<file path="config.mk">
export PLATFORM = sky130hd
export DESIGN_NAME = rx9_align_ctrl
export DESIGN_NICKNAME = d
export VERILOG_FILES = /design/src/rtl/rx9_align_ctrl.sv
export SDC_FILE = /design/constraint.sdc
export NUM_CORES = 1
export LEC_CHECK = 0
export ABC_AREA = 1
export CAP_MARGIN = 25
export CORE_ASPECT_RATIO = 1.25
export CORE_MARGIN = 5
export CORE_UTILIZATION = 40
export CTS_CLUSTER_DIAMETER = 100
export CTS_CLUSTER_SIZE = 20
export DETAILED_ROUTE_END_ITERATION = 7
export HOLD_SLACK_MARGIN = 0.12
export PLACE_DENSITY = 0.74
export SLEW_MARGIN = 10
export SYNTH_ARGS = -nofsm -noshare
export SYNTH_HDL_FRONTEND = slang
export SYNTH_SLANG_ARGS = --single-unit
</file>
<file path="constraint.sdc">
create_clock -name I_clk -period 3.2 [get_ports I_clk]
set_input_delay 0.48 -clock I_clk [delete_from_list [all_inputs] [get_ports I_clk]]
set_output_delay 0.48 -clock I_clk [all_outputs]
set_load 0.01 [all_outputs]
</file>
<file path="src/rtl/rx9_align_ctrl.sv">
// rx9_align_ctrl: LVDS receiver bring-up sequencer (PLL reset, lock wait) and per-channel bit-slip word aligner.
// Latency: start to done = PLLRST_CYC + LOCK_WAIT + 1 + per-channel check/slip time (17 cycles per clean channel).
// No backpressure; all outputs registered; cda/cda_reset are single-cycle pulses, lock loss restarts from lock wait.
module rx9_align_ctrl #(
  parameter int          NCH        = 9,
  parameter int          W          = 10,
  parameter logic [W-1:0] TRAIN     = 10'h3E0,
  parameter int          PLLRST_CYC = 16,
  parameter int          LOCK_WAIT  = 64,
  parameter int          MATCH_CNT  = 16,
  parameter int          SLIP_GAP   = 8
) (
  input  logic             I_clk,
  input  logic             I_rst,
  input  logic             I_start,
  input  logic             I_rx_locked,
  input  logic [NCH*W-1:0] I_rx_data,
  output logic             O_pll_areset,
  output logic [NCH-1:0]   O_rx_cda_reset,
  output logic [NCH-1:0]   O_rx_cda,
  output logic             O_busy,
  output logic             O_done,
  output logic             O_aligned,
  output logic [NCH-1:0]   O_fail_mask
);

  localparam int CNT_A   = (PLLRST_CYC > LOCK_WAIT) ? PLLRST_CYC : LOCK_WAIT;
  localparam int CNT_MAX = (CNT_A > SLIP_GAP) ? CNT_A : SLIP_GAP;
  localparam int CNT_W   = $clog2(CNT_MAX + 1);
  localparam int CH_W    = (NCH > 1) ? $clog2(NCH) : 1;
  localparam int SL_W    = (W > 1) ? $clog2(W) : 1;
  localparam int MC_W    = $clog2(MATCH_CNT + 1);

  localparam logic [CNT_W-1:0] CNT_PLLRST = CNT_W'(PLLRST_CYC);
  localparam logic [CNT_W-1:0] CNT_LOCK   = CNT_W'(LOCK_WAIT);
  localparam logic [CNT_W-1:0] CNT_GAP    = CNT_W'(SLIP_GAP);
  localparam logic [CNT_W-1:0] CNT_ONE    = CNT_W'(1);
  localparam logic [CH_W-1:0]  CH_LAST    = CH_W'(NCH - 1);
  localparam logic [SL_W-1:0]  SLIP_LAST  = SL_W'(W - 1);
  localparam logic [MC_W-1:0]  MC_LAST    = MC_W'(MATCH_CNT - 1);

  typedef enum logic [3:0] {
    ST_IDLE, ST_PLLRST, ST_WLOCK, ST_CDARST, ST_CHECK,
    ST_SLIP, ST_GAP, ST_NEXT, ST_DONE
  } state_t;

  state_t           state_q;
  logic [CNT_W-1:0] cnt_q;
  logic [CH_W-1:0]  ch_q;
  logic [SL_W-1:0]  slips_q;
  logic [MC_W-1:0]  mcnt_q;
  logic             pll_areset_q;
  logic [NCH-1:0]   cda_reset_q;
  logic [NCH-1:0]   cda_q;
  logic             busy_q;
  logic             done_q;
  logic             aligned_q;
  logic [NCH-1:0]   fail_q;

  logic [W-1:0]     ch_word;
  logic             word_match;
  logic             lock_lost;

  // Pick the word of the channel currently being aligned.
  always_comb begin
    ch_word = '0;
    for (int c = 0; c < NCH; c++) begin
      if (ch_q == CH_W'(c)) ch_word = I_rx_data[c*W +: W];
    end
  end

  assign word_match = (ch_word == TRAIN);

  // Lock loss only matters once the PLL has been seen locked; a start in DONE takes priority.
  assign lock_lost = !I_rx_locked &&
                     (state_q inside {ST_CDARST, ST_CHECK, ST_SLIP, ST_GAP, ST_NEXT, ST_DONE}) &&
                     !(state_q == ST_DONE && I_start);

  // Bring-up FSM; pulse outputs default low each cycle and are raised only on entry to their state.
  always_ff @(posedge I_clk) begin
    if (I_rst) begin
      state_q      <= ST_IDLE;
      cnt_q        <= '0;
      ch_q         <= '0;
      slips_q      <= '0;
      mcnt_q       <= '0;
      pll_areset_q <= 1'b0;
      cda_reset_q  <= '0;
      cda_q        <= '0;
      busy_q       <= 1'b0;
      done_q       <= 1'b0;
      aligned_q    <= 1'b0;
      fail_q       <= '0;
    end else begin
      pll_areset_q <= 1'b0;
      cda_reset_q  <= '0;
      cda_q        <= '0;
      if (lock_lost) begin
        // Any pending slip is dropped: cda_q stays at its default of 0.
        state_q   <= ST_WLOCK;
        cnt_q     <= CNT_LOCK;
        fail_q    <= '0;
        done_q    <= 1'b0;
        aligned_q <= 1'b0;
        busy_q    <= 1'b1;
      end else begin
        case (state_q)
          ST_IDLE: begin
            if (I_start) begin
              state_q      <= ST_PLLRST;
              cnt_q        <= CNT_PLLRST;
              pll_areset_q <= 1'b1;
              busy_q       <= 1'b1;
            end
          end
          ST_PLLRST: begin
            if (cnt_q == CNT_ONE) begin
              state_q <= ST_WLOCK;
              cnt_q   <= CNT_LOCK;
            end else begin
              cnt_q        <= cnt_q - CNT_ONE;
              pll_areset_q <= 1'b1;
            end
          end
          ST_WLOCK: begin
            if (!I_rx_locked) begin
              cnt_q <= CNT_LOCK;
            end else if (cnt_q == CNT_ONE) begin
              state_q     <= ST_CDARST;
              cda_reset_q <= '1;
            end else begin
              cnt_q <= cnt_q - CNT_ONE;
            end
          end
          ST_CDARST: begin
            state_q <= ST_CHECK;
            ch_q    <= '0;
            slips_q <= '0;
            mcnt_q  <= '0;
          end
          ST_CHECK: begin
            if (word_match) begin
              mcnt_q <= mcnt_q + MC_W'(1);
              if (mcnt_q == MC_LAST) state_q <= ST_NEXT;
            end else begin
              mcnt_q <= '0;
              if (slips_q == SLIP_LAST) begin
                fail_q[ch_q] <= 1'b1;
                state_q      <= ST_NEXT;
              end else begin
                slips_q <= slips_q + SL_W'(1);
                cda_q   <= NCH'(1) << ch_q;
                state_q <= ST_SLIP;
              end
            end
          end
          ST_SLIP: begin
            cnt_q   <= CNT_GAP;
            state_q <= ST_GAP;
          end
          ST_GAP: begin
            if (cnt_q == CNT_ONE) begin
              mcnt_q  <= '0;
              state_q <= ST_CHECK;
            end else begin
              cnt_q <= cnt_q - CNT_ONE;
            end
          end
          ST_NEXT: begin
            if (ch_q == CH_LAST) begin
              state_q   <= ST_DONE;
              busy_q    <= 1'b0;
              done_q    <= 1'b1;
              aligned_q <= (fail_q == '0);
            end else begin
              ch_q    <= ch_q + CH_W'(1);
              slips_q <= '0;
              mcnt_q  <= '0;
              state_q <= ST_CHECK;
            end
          end
          ST_DONE: begin
            if (I_start) begin
              state_q      <= ST_PLLRST;
              cnt_q        <= CNT_PLLRST;
              pll_areset_q <= 1'b1;
              busy_q       <= 1'b1;
              fail_q       <= '0;
              done_q       <= 1'b0;
              aligned_q    <= 1'b0;
            end
          end
          default: begin
            state_q <= ST_IDLE;
            busy_q  <= 1'b0;
          end
        endcase
      end
    end
  end

  assign O_pll_areset   = pll_areset_q;
  assign O_rx_cda_reset = cda_reset_q;
  assign O_rx_cda       = cda_q;
  assign O_busy         = busy_q;
  assign O_done         = done_q;
  assign O_aligned      = aligned_q;
  assign O_fail_mask    = fail_q;

endmodule

</file>
Word-level counts from Yosys, hierarchy flattened
Cells that the tools add are included.
- add/sub/neg operators: 4
- muxes and demuxes: 55
- eq/ne operators: 40
- shift operators: 1
- bitwise gates (word level): 5
- reduce and logical (&&, ||, !) cells: 32
- order comparisons: 2
- operator list (kind ; count):
    2-to-1 mux 10 bit ; 9
    2-to-1 mux 4 bit ; 12
    2-to-1 mux 9 bit ; 4
    2-to-1 mux 7 bit ; 5
    one-hot mux 7 bit (5 select lines) ; 1
    == test 4 x 3 -> 1 bit, second input constant ; 8
    one-hot mux 4 bit (8 select lines) ; 1
    one-hot mux 5 bit (4 select lines) ; 1
    one-hot mux 9 bit (2 select lines) ; 1
    == test 4 x 2 -> 1 bit, second input constant ; 4
    != test 2 bit, second input constant ; 8
    2-to-1 mux 5 bit ; 3
    == test 4 bit, second input constant ; 3
    != test 3 bit, second input constant ; 4
    one-hot mux 4 bit (3 select lines) ; 1
    AND reduction 6 bit ; 2
    nonzero test 6 bit ; 2
    == test 10 bit, second input constant ; 1
    zero test 9 bit ; 1
    2-to-1 mux 1 bit ; 9
    OR 9 bit ; 1
    AND reduction 3 bit ; 3
    << shifter 1 x 4 -> 9 bit, first input constant ; 1
    adder 4 x 1 -> 4 bit, second input constant ; 2
    other kinds (31) ; 52
- input port bits: 94
- output and inout port bits: 31
- bits in registers: 55
- word-level logic and storage cells: 153

Logic depth before layout (Yosys ltp)
Gate-level depths: netlist of run 1.
- depth after elaboration: 14
- mapped depth: 23

Worst setup path after synthesis of run 1
Ideal clock, no wire load.
- kind: register to register
- start: register ch_q[0]
- end: register fail_q[5] (netlist: O_fail_mask[5])
- arrival time: 2077 ps
- period minus slack after synthesis: 2200 ps
- path buffers: 2
- setup time: 123 ps
- stages on the path, launching flop included: 22
- required time: 3077 ps
- path slack: 1000 ps
- cells stage by stage: dfxtp_1 > inv_1 > ha_1 > buf_2 > inv_1 > nor2_4 > inv_2 > buf_6 > nor2_1 > nor2_1 > nand2_1 > nand3_1 > nand2_1 > nand2_1 > nor2_1 > nand2_1 > nand2_2 > nand2_1 > nand2_2 > nand2_4 > a21oi_1 > nor2_1
- word-level cells in the longest chain between the ends: 13
- elaborated cells between the ends (all ways): 30
- RTL lines (element ; line ; source):
    start, declared ; 49 ; logic [CH_W-1:0] ch_q;
    start signal, assigned ; 176 ; ch_q <= ch_q + CH_W'(1);
    zero test 4 bit ; 68 ; if (ch_q == CH_W'(c)) ch_word = I_rx_data[c*W +: W];
    2-to-1 mux 10 bit (9 in series) ; 68 ;
    == test 10 bit ; 72 ; assign word_match = (ch_word == TRAIN);
    != test 2 bit (no source line) ; - ;
    AND reduction 4 bit (no source line) ; - ;
    end signal, assigned ; 93 ; fail_q <= '0;
    end signal, assigned ; 102 ; fail_q <= '0;
    end signal, assigned by index ; 148 ; fail_q[ch_q] <= 1'b1;
    end, declared ; 58 ; logic [NCH-1:0] fail_q;
Parallel ways exist; a longest one is shown, timed or not. The select of a mux whose other input is x is not followed.
A chain may end at the register's enable or synchronous reset.

Worst setup path after layout of run 1
- start: register ch_q[2]
- end: register cda_q[8] (netlist: O_rx_cda[8])
- word-level cells in the longest chain between the ends: 12
- elaborated cells between the ends (all ways): 21
- RTL lines (element ; line ; source):
    zero test 4 bit ; 68 ;
    2-to-1 mux 10 bit (9 in series) ; 68 ;
    == test 10 bit ; 72 ;
    OR reduction 5 bit (no source line) ; - ;
    end signal, assigned ; 152 ; cda_q <= NCH'(1) << ch_q;
    end, declared ; 54 ; logic [NCH-1:0] cda_q;
Parallel ways exist; a longest one is shown, timed or not.

==> impl_metrics.csv, run 1 <==
group,metric,value,unit
outcome,outcome,"complete, no violations",
grt,grt_pass1_vias,3593,
grt,grt_max_degree,20,
critical_path,critPathSlowestCell,"nand2_1",
critical_path,slowest_delay,0.41,ns
synthesis,synthDistinctLibCells,39,
critical_path,rr_startpoint,"ch_q[2]$_SDFFE_PP0P_",
final_layout,drive_gt1_frac,0.05288,
clocking,clkTransAtPathRegs,0.09,ns
critical_path,worstPathArrival,3.01,ns
synthesis,postSynthAreaPerCell,6.124,um^2
synthesis,synthCells,523,
floorplanning,num_rows,36,
synthesis,ys_top_cells_by_count,"124 x nand2_1, 86 x nor2_1, 81 x inv_1, 47 x dfxtp_1, 46 x nand3_1",
critical_path,path_class,"flip-flop to flip-flop",
sta,finalCritPeriodShare,0.8846,
grt,grt_pass1_wl,17.14,mm
clocking,clock-sinks,47,
final_layout,finalNetCount,747,
floorplanning,die-area,9909,um^2
synthesis,yosysMostFrequentCell,"nand2_1",
power,irDropWorstVdd,0.5039,mV
grt,antenna_found_initial,0,
grt,gr-usage-all-layers,0.2115,
synthesis,synth_edf_count,0,
critical_path,crit_path_start_kind,"flip-flop",
place,post-place-ws,0.4153,ns
routing,final_antenna_net_count,0,
clocking,clock_path_buffers,2,
critical_path,reg2reg_setup_slack,0.37,ns
worst_hold_path,hold_depth,1,
final_layout,multiInputGateArea,1829,um^2
final_layout,n_antenna_cell,0,
critical_path,required,3.38,ns
clocking,cts_setup_buffers,0,
critical_path,crit_fanout,19,
clocking,cts-root-buf,"clkbuf_8",
synthesis,synth_top_cell_area_share,0.2938,
flow_run,drv_cap,0,
sta,fin_crit,2.831,ns
power,power.leakage,2.099,nW
sta,slew_headroom,0.4190,
power,powerDensity,434.2,nW/um^2
synthesis,synth-seq-cells,47,
synthesis,syn_nets,628,
sta,worst_pin_slew,0.8496,ns
routing,wl,10.72,mm
clocking,cts_htree_levels,2,
routing,viasPerCell,5.043,
synthesis,synthTopCellsByArea,"dfxtp_1 29%, nand2_1 15%, nor2_1 10%, inv_1 9.5%, nand3_1 7.2%",
critical_path,crit_chain,"nor2_4, nand2_1, inv_1, nand2_1, nand2_1, inv_1, nand2_1, nand2_1, nand2_1, nand3_1, nand2_1, nand2_1, inv_1, nand2_1, nand2_2, nand2_1, nand2_1, nor2_1",
sta,setup_ws,0.3694,ns
synthesis,postSynth.asyncResetShare,0,
routing,drtPass1Iterations,4,
floorplanning,coreArea,7792,um^2
routing,wl_per_cell,14.53,um
clocking,cts_tree,"built",
floorplanning,die_w,90.04,um
critical_path,crit_cells,18,
sta,finClkSkew,0.008495,ns
critical_path,crit_buf_inv,3,
worst_hold_path,hold_class,"flip-flop to flip-flop",
place,gp_congestion,0.9330,
critical_path,worst_setup_path_end_kind,"flip-flop",
clocking,holdBufCountCts,0,
routing,remaining_drc_errors,0,
critical_path,rr_worst_depth,18,
floorplanning,start_util,0.4110,
worst_hold_path,holdPathEnd,"cnt_q[5]$_SDFFE_PP0P_",
place,port_buffers,124,
synthesis,ys_seq_area_frac,0.2937,
floorplanning,io_pins,125,
synthesis,ys.flop_type,"dfxtp_1",
clocking,ctsResizeCount,0,
sta,grt_setup_unrepaired,"no",
worst_hold_path,hp-start,"cnt_q[5]$_SDFFE_PP0P_",
final_layout,area_growth,43.83,%
clocking,cts_buffers,5,
sta,tns,0,ns
critical_path,critPathTopFamily,"simple AND/OR/NAND/NOR gates",
sta,setup_viol,0,
routing,vias,3722,
place,dp.final_hpwl,8.567,mm
critical_path,r2r-end,"O_rx_cda[8]$_SDFF_PP0_",
final_layout,seq_area,940.9,um^2
final_layout,nFillCells,744,
routing,drt_iter0_drc,228,
synthesis,yosys_warnings,0,
sta,fmax,353.3,MHz
clocking,clk_latency,0.30,ns
synthesis,synthesis.area,3203,um^2
synthesis,synth_top_cell_by_area,"dfxtp_1",
floorplanning,die_h,110.1,um
grt,overflow,0,
sta,finalMaxSlewViolations,0,
sta,hold_viol,0,
critical_path,worst_path_most_repeated_cell,"nand2_1",
-- layout make-up --
class,count,area share
Clock buffer,5,0.01494
Multi-Input combinational cell,372,0.3971
Clock inverter,3,0.009506
Inverter,87,0.07089
Timing Repair Buffer,129,0.2776
Tap cell,95,0.02580
Sequential cell,47,0.2042
-- state kept, by name (all words and copies together), names as in the netlist --
register,flops
O_aligned,1
O_rx_cda_reset,1
mcnt_q,5
O_done,1
ch_q,4
O_pll_areset,1
O_fail_mask,9
O_rx_cda,9
state_q,4
O_busy,1
cnt_q,7
slips_q,4
-- where the power goes --
part           total [mW]  switching [mW]  internal, mW
clock               0.444           0.212         0.233
combinational       0.847           0.488         0.358
sequential          0.709          0.0563         0.653
total                2.00           0.756          1.24
-- how the worst max path moves through the flow --
stage	start	end	slack, ns
floorplan	ch_q[0]$_SDFFE_PP0P_	O_fail_mask[5]$_SDFFE_PP0P_	1.00
global placement	ch_q[2]$_SDFFE_PP0P_	O_rx_cda[8]$_SDFF_PP0_	0.45
CTS	ch_q[2]$_SDFFE_PP0P_	O_rx_cda[8]$_SDFF_PP0_	0.39
detailed placement	ch_q[2]$_SDFFE_PP0P_	O_rx_cda[8]$_SDFF_PP0_	0.42
finish	ch_q[2]$_SDFFE_PP0P_	O_rx_cda[8]$_SDFF_PP0_	0.37
global route	ch_q[2]$_SDFFE_PP0P_	O_rx_cda[8]$_SDFF_PP0_	0.05
-- per-layer routing --
| metal | up-vias | track usage | share of wire |
|---|---|---|---|
| met5 | - | 0 | 0 |
| met4 | 0 | 0.06809 | 0.020 |
| li1 | 1880 | - | - |
| met3 | 17 | 0.05295 | 0.082 |
| met2 | 170 | 0.3755 | 0.48 |
| met1 | 1655 | 0.2513 | 0.41 |
-- cell usage in the layout, fill, tap and decap left out, types with 5 or more instances in the layout --
master	netlist	final
xor2_1	7	7
inv_1	81	81
buf_4	8	5
inv_2	5	5
nand2_1	124	124
nor2_1	86	86
dfxtp_1	47	47
nand3_1	46	46
nand4_1	11	11
a21oi_1	25	25
o21ai_0	13	13
ha_1	11	11
clkbuf_8	0	5
clkdlybuf4s50_1	0	124
nor3_1	6	6
-- through the flow --
stage	instances	area, um^2	hold WS [ns]	total power, mW	utilization
finish	738	4607	0.4761	2.000	0.5912
global route	738	4607	0.5223	2.161	0.5912
CTS	738	4607	0.4713	2.002	0.5912
detailed placement	730	4494	0.4538	1.554	0.5768
global placement	730	4494	0.4559	1.531	0.5768
floorplan	523	3203	0.4349	1.256	-
-- cells by family (layout without fill, tap and decap cells) --
| family | Yosys count | in the layout | share of synthesized area |
|---|---|---|---|
| adders and majority gates | 11 | 11 | 0.04297 |
| and+or+nand+nor | 297 | 297 | 0.4039 |
| DFF | 47 | 47 | 0.2937 |
| AOI/OAI and AO/OA | 56 | 56 | 0.1023 |
| buffers and inverters | 104 | 224 | 0.1352 |
| xor gates and xnor gates | 8 | 8 | 0.02188 |
No activity file was read; power rests on OpenSTA's default activity.
==> run 2, diff against run 1 <==
SKIP_CTS_REPAIR_TIMING = 1   (was unset)
==> results of run 2 <==
No change in the layout: final DEF, timing and power equal those of run 1.
==> run 3, diff against run 2 <==
CORE_UTILIZATION = 60   (was 40)
DONT_BUFFER_PORTS = 1   (was unset)
PLACE_DENSITY = unset   (was 0.74)
PLACE_DENSITY_LB_ADDON = 0.1   (was unset)
==> run 3 against run 2 <==
Compared with the run above: sequential cell count unchanged; sequential share of layout area up 8.1 points; utilization up 5.2 points; via count down 15%; power down 11%; global-route usage up 3.0 points; wire length down 21%; cell area down 29%; worst setup slack better by 0.067 ns; critical path depth unchanged; sequential power up 1%; clock power down 12%; largest power group is now registers; highest routed layer unchanged.
==> impl_metrics.csv, run 3 (synthesis results as in run 1) <==
group,metric,value,unit
outcome,outcome,"complete, no violations",
critical_path,rr_worst_depth,18,
place,gp_congestion,0.9596,
place,dp.final_hpwl,6.810,mm
worst_hold_path,hold_class,"input pin to flip-flop",
routing,vias,3159,
grt,grt_util_met3,0.05908,
floorplanning,die_w,75.35,um
grt,top_usage_layer,"met2",
final_layout,finalNetCount,620,
clocking,clk_latency,0.30,ns
clocking,clkTransAtPathRegs,0.09,ns
routing,viasPerCell,5.465,
routing,remaining_drc_errors,0,
sta,tns,0,ns
clocking,cts_htree_levels,2,
final_layout,layout.cells.most_common_list,"124 x nand2_1, 86 x nor2_1, 81 x inv_1, 47 x dfxtp_1, 46 x nand3_1",
grt,overflow,0,
power,powerDensity,539.8,nW/um^2
critical_path,crit_path_start_kind,"flip-flop",
final_layout,final_util,0.6437,
power,irDropWorstVdd,0.5062,mV
floorplanning,num_rows,29,
routing,wl,8.523,mm
sta,finClkSkew,0.006379,ns
place,placed_area,3189,um^2
sta,grt_setup_unrepaired,"no",
clocking,cts_buffers,5,
grt,grt_max_degree,20,
grt,grt_pass1_wl,13.31,mm
grt,gr-usage-all-layers,0.2415,
clocking,clock_path_buffers,2,
worst_hold_path,hold_depth,1,
sta,finalCritPeriodShare,0.8636,
routing,drtPass1Iterations,4,
sta,finalMaxSlewViolations,0,
final_layout,nFillCells,505,
sta,setup_viol,0,
critical_path,path_class,"flip-flop to flip-flop",
floorplanning,die_h,91.69,um
sta,fin_crit,2.763,ns
power,power.leakage,1.607,nW
final_layout,drive_gt1_frac,0.06008,
critical_path,required,3.38,ns
sta,worst_pin_slew,0.9086,ns
routing,final_antenna_net_count,0,
clocking,cts_tree,"built",
place,dp.cells,570,
final_layout,final_cells,578,
sta,slew_headroom,0.3934,
grt,met1_usage,0.2605,
place,port_buffers,0,
final_layout,design_area,3293,um^2
flow_run,drv_cap,0,
critical_path,crit_fanout,19,
clocking,clock-sinks,47,
floorplanning,coreArea,5116,um^2
final_layout,layout.cells.most_common,"nand2_1",
grt,met2_usage,0.4395,
grt,grt_pass1_vias,2938,
floorplanning,start_util,0.6261,
critical_path,worstPathArrival,2.95,ns
sta,whs,0.2267,ns
critical_path,worst_setup_path_end_kind,"flip-flop",
sta,hold_viol,0,
sta,fmax,361.9,MHz
routing,wl_per_cell,14.75,um
floorplanning,io_pins,125,
grt,antenna_found_initial,0,
final_layout,area_growth,2.813,%
routing,drt_iter0_drc,125,
clocking,cts-root-buf,"clkbuf_8",
final_layout,n_antenna_cell,0,
floorplanning,die-area,6909,um^2
[run 3: through the flow]
stage / setup slack (ns) / total power [mW]
finish: 0.4365 / 1.778
global route: 0.08156 / 1.923
CTS: 0.4553 / 1.782
detailed placement: 0.4880 / 1.390
global placement: 0.5480 / 1.378
floorplan: 1.000 / 1.256
[run 3: worst paths after layout]
kind         slack (ns)                      end                   from
min                0.23  slips_q[2]$_SDFFE_PP0P_                  I_rst
max reg2reg        0.44   O_rx_cda[7]$_SDFF_PP0_   ch_q[2]$_SDFFE_PP0P_
min reg2reg        0.47    cnt_q[5]$_SDFFE_PP0P_  cnt_q[5]$_SDFFE_PP0P_
max                0.44   O_rx_cda[7]$_SDFF_PP0_   ch_q[2]$_SDFFE_PP0P_
[run 3: worst max-delay path: stages, from the launching register on]
cell	delay, ns
dfxtp_1	0.38
nor2_4	0.34
nand2_1	0.40
inv_1	0.26
nand2_1	0.07
nand2_1	0.06
inv_1	0.04
nand2_1	0.07
nand2_1	0.05
nand2_1	0.07
nand3_1	0.08
nand2_1	0.07
nand2_1	0.05
nor2_1	0.07
nand2_1	0.06
nand2_2	0.08
nand2_1	0.08
nand2_1	0.33
nor2_1	0.08
[run 3: layout make-up]
cell class                 instances  area (um^2)  share of cell area
clock buffer                       7        96.34             0.02926
clock inverter                     1        7.507            0.002280
inverter                          87        326.6             0.09916
multi-input combinational        372         1829              0.5555
sequential                        47        940.9              0.2857
tap                               62        77.57             0.02356
timing repair buffer               2        15.01            0.004559
[run 3: power by group]
group | internal [mW] | total (mW) | switching (mW) | leakage [nW]
combinational | 0.238 | 0.669 | 0.431 | 1.18
clock | 0.197 | 0.391 | 0.195 | 0.0505
sequential | 0.653 | 0.717 | 0.0641 | 0.381
total | 1.09 | 1.78 | 0.690 | 1.61
[run 3: per-layer routing]
metal  vias up  routed length (um)
met3        15                 841
met5         -                   0
li1       1631                   -
met2       110                4363
met4         0                 144
met1      1403                3174
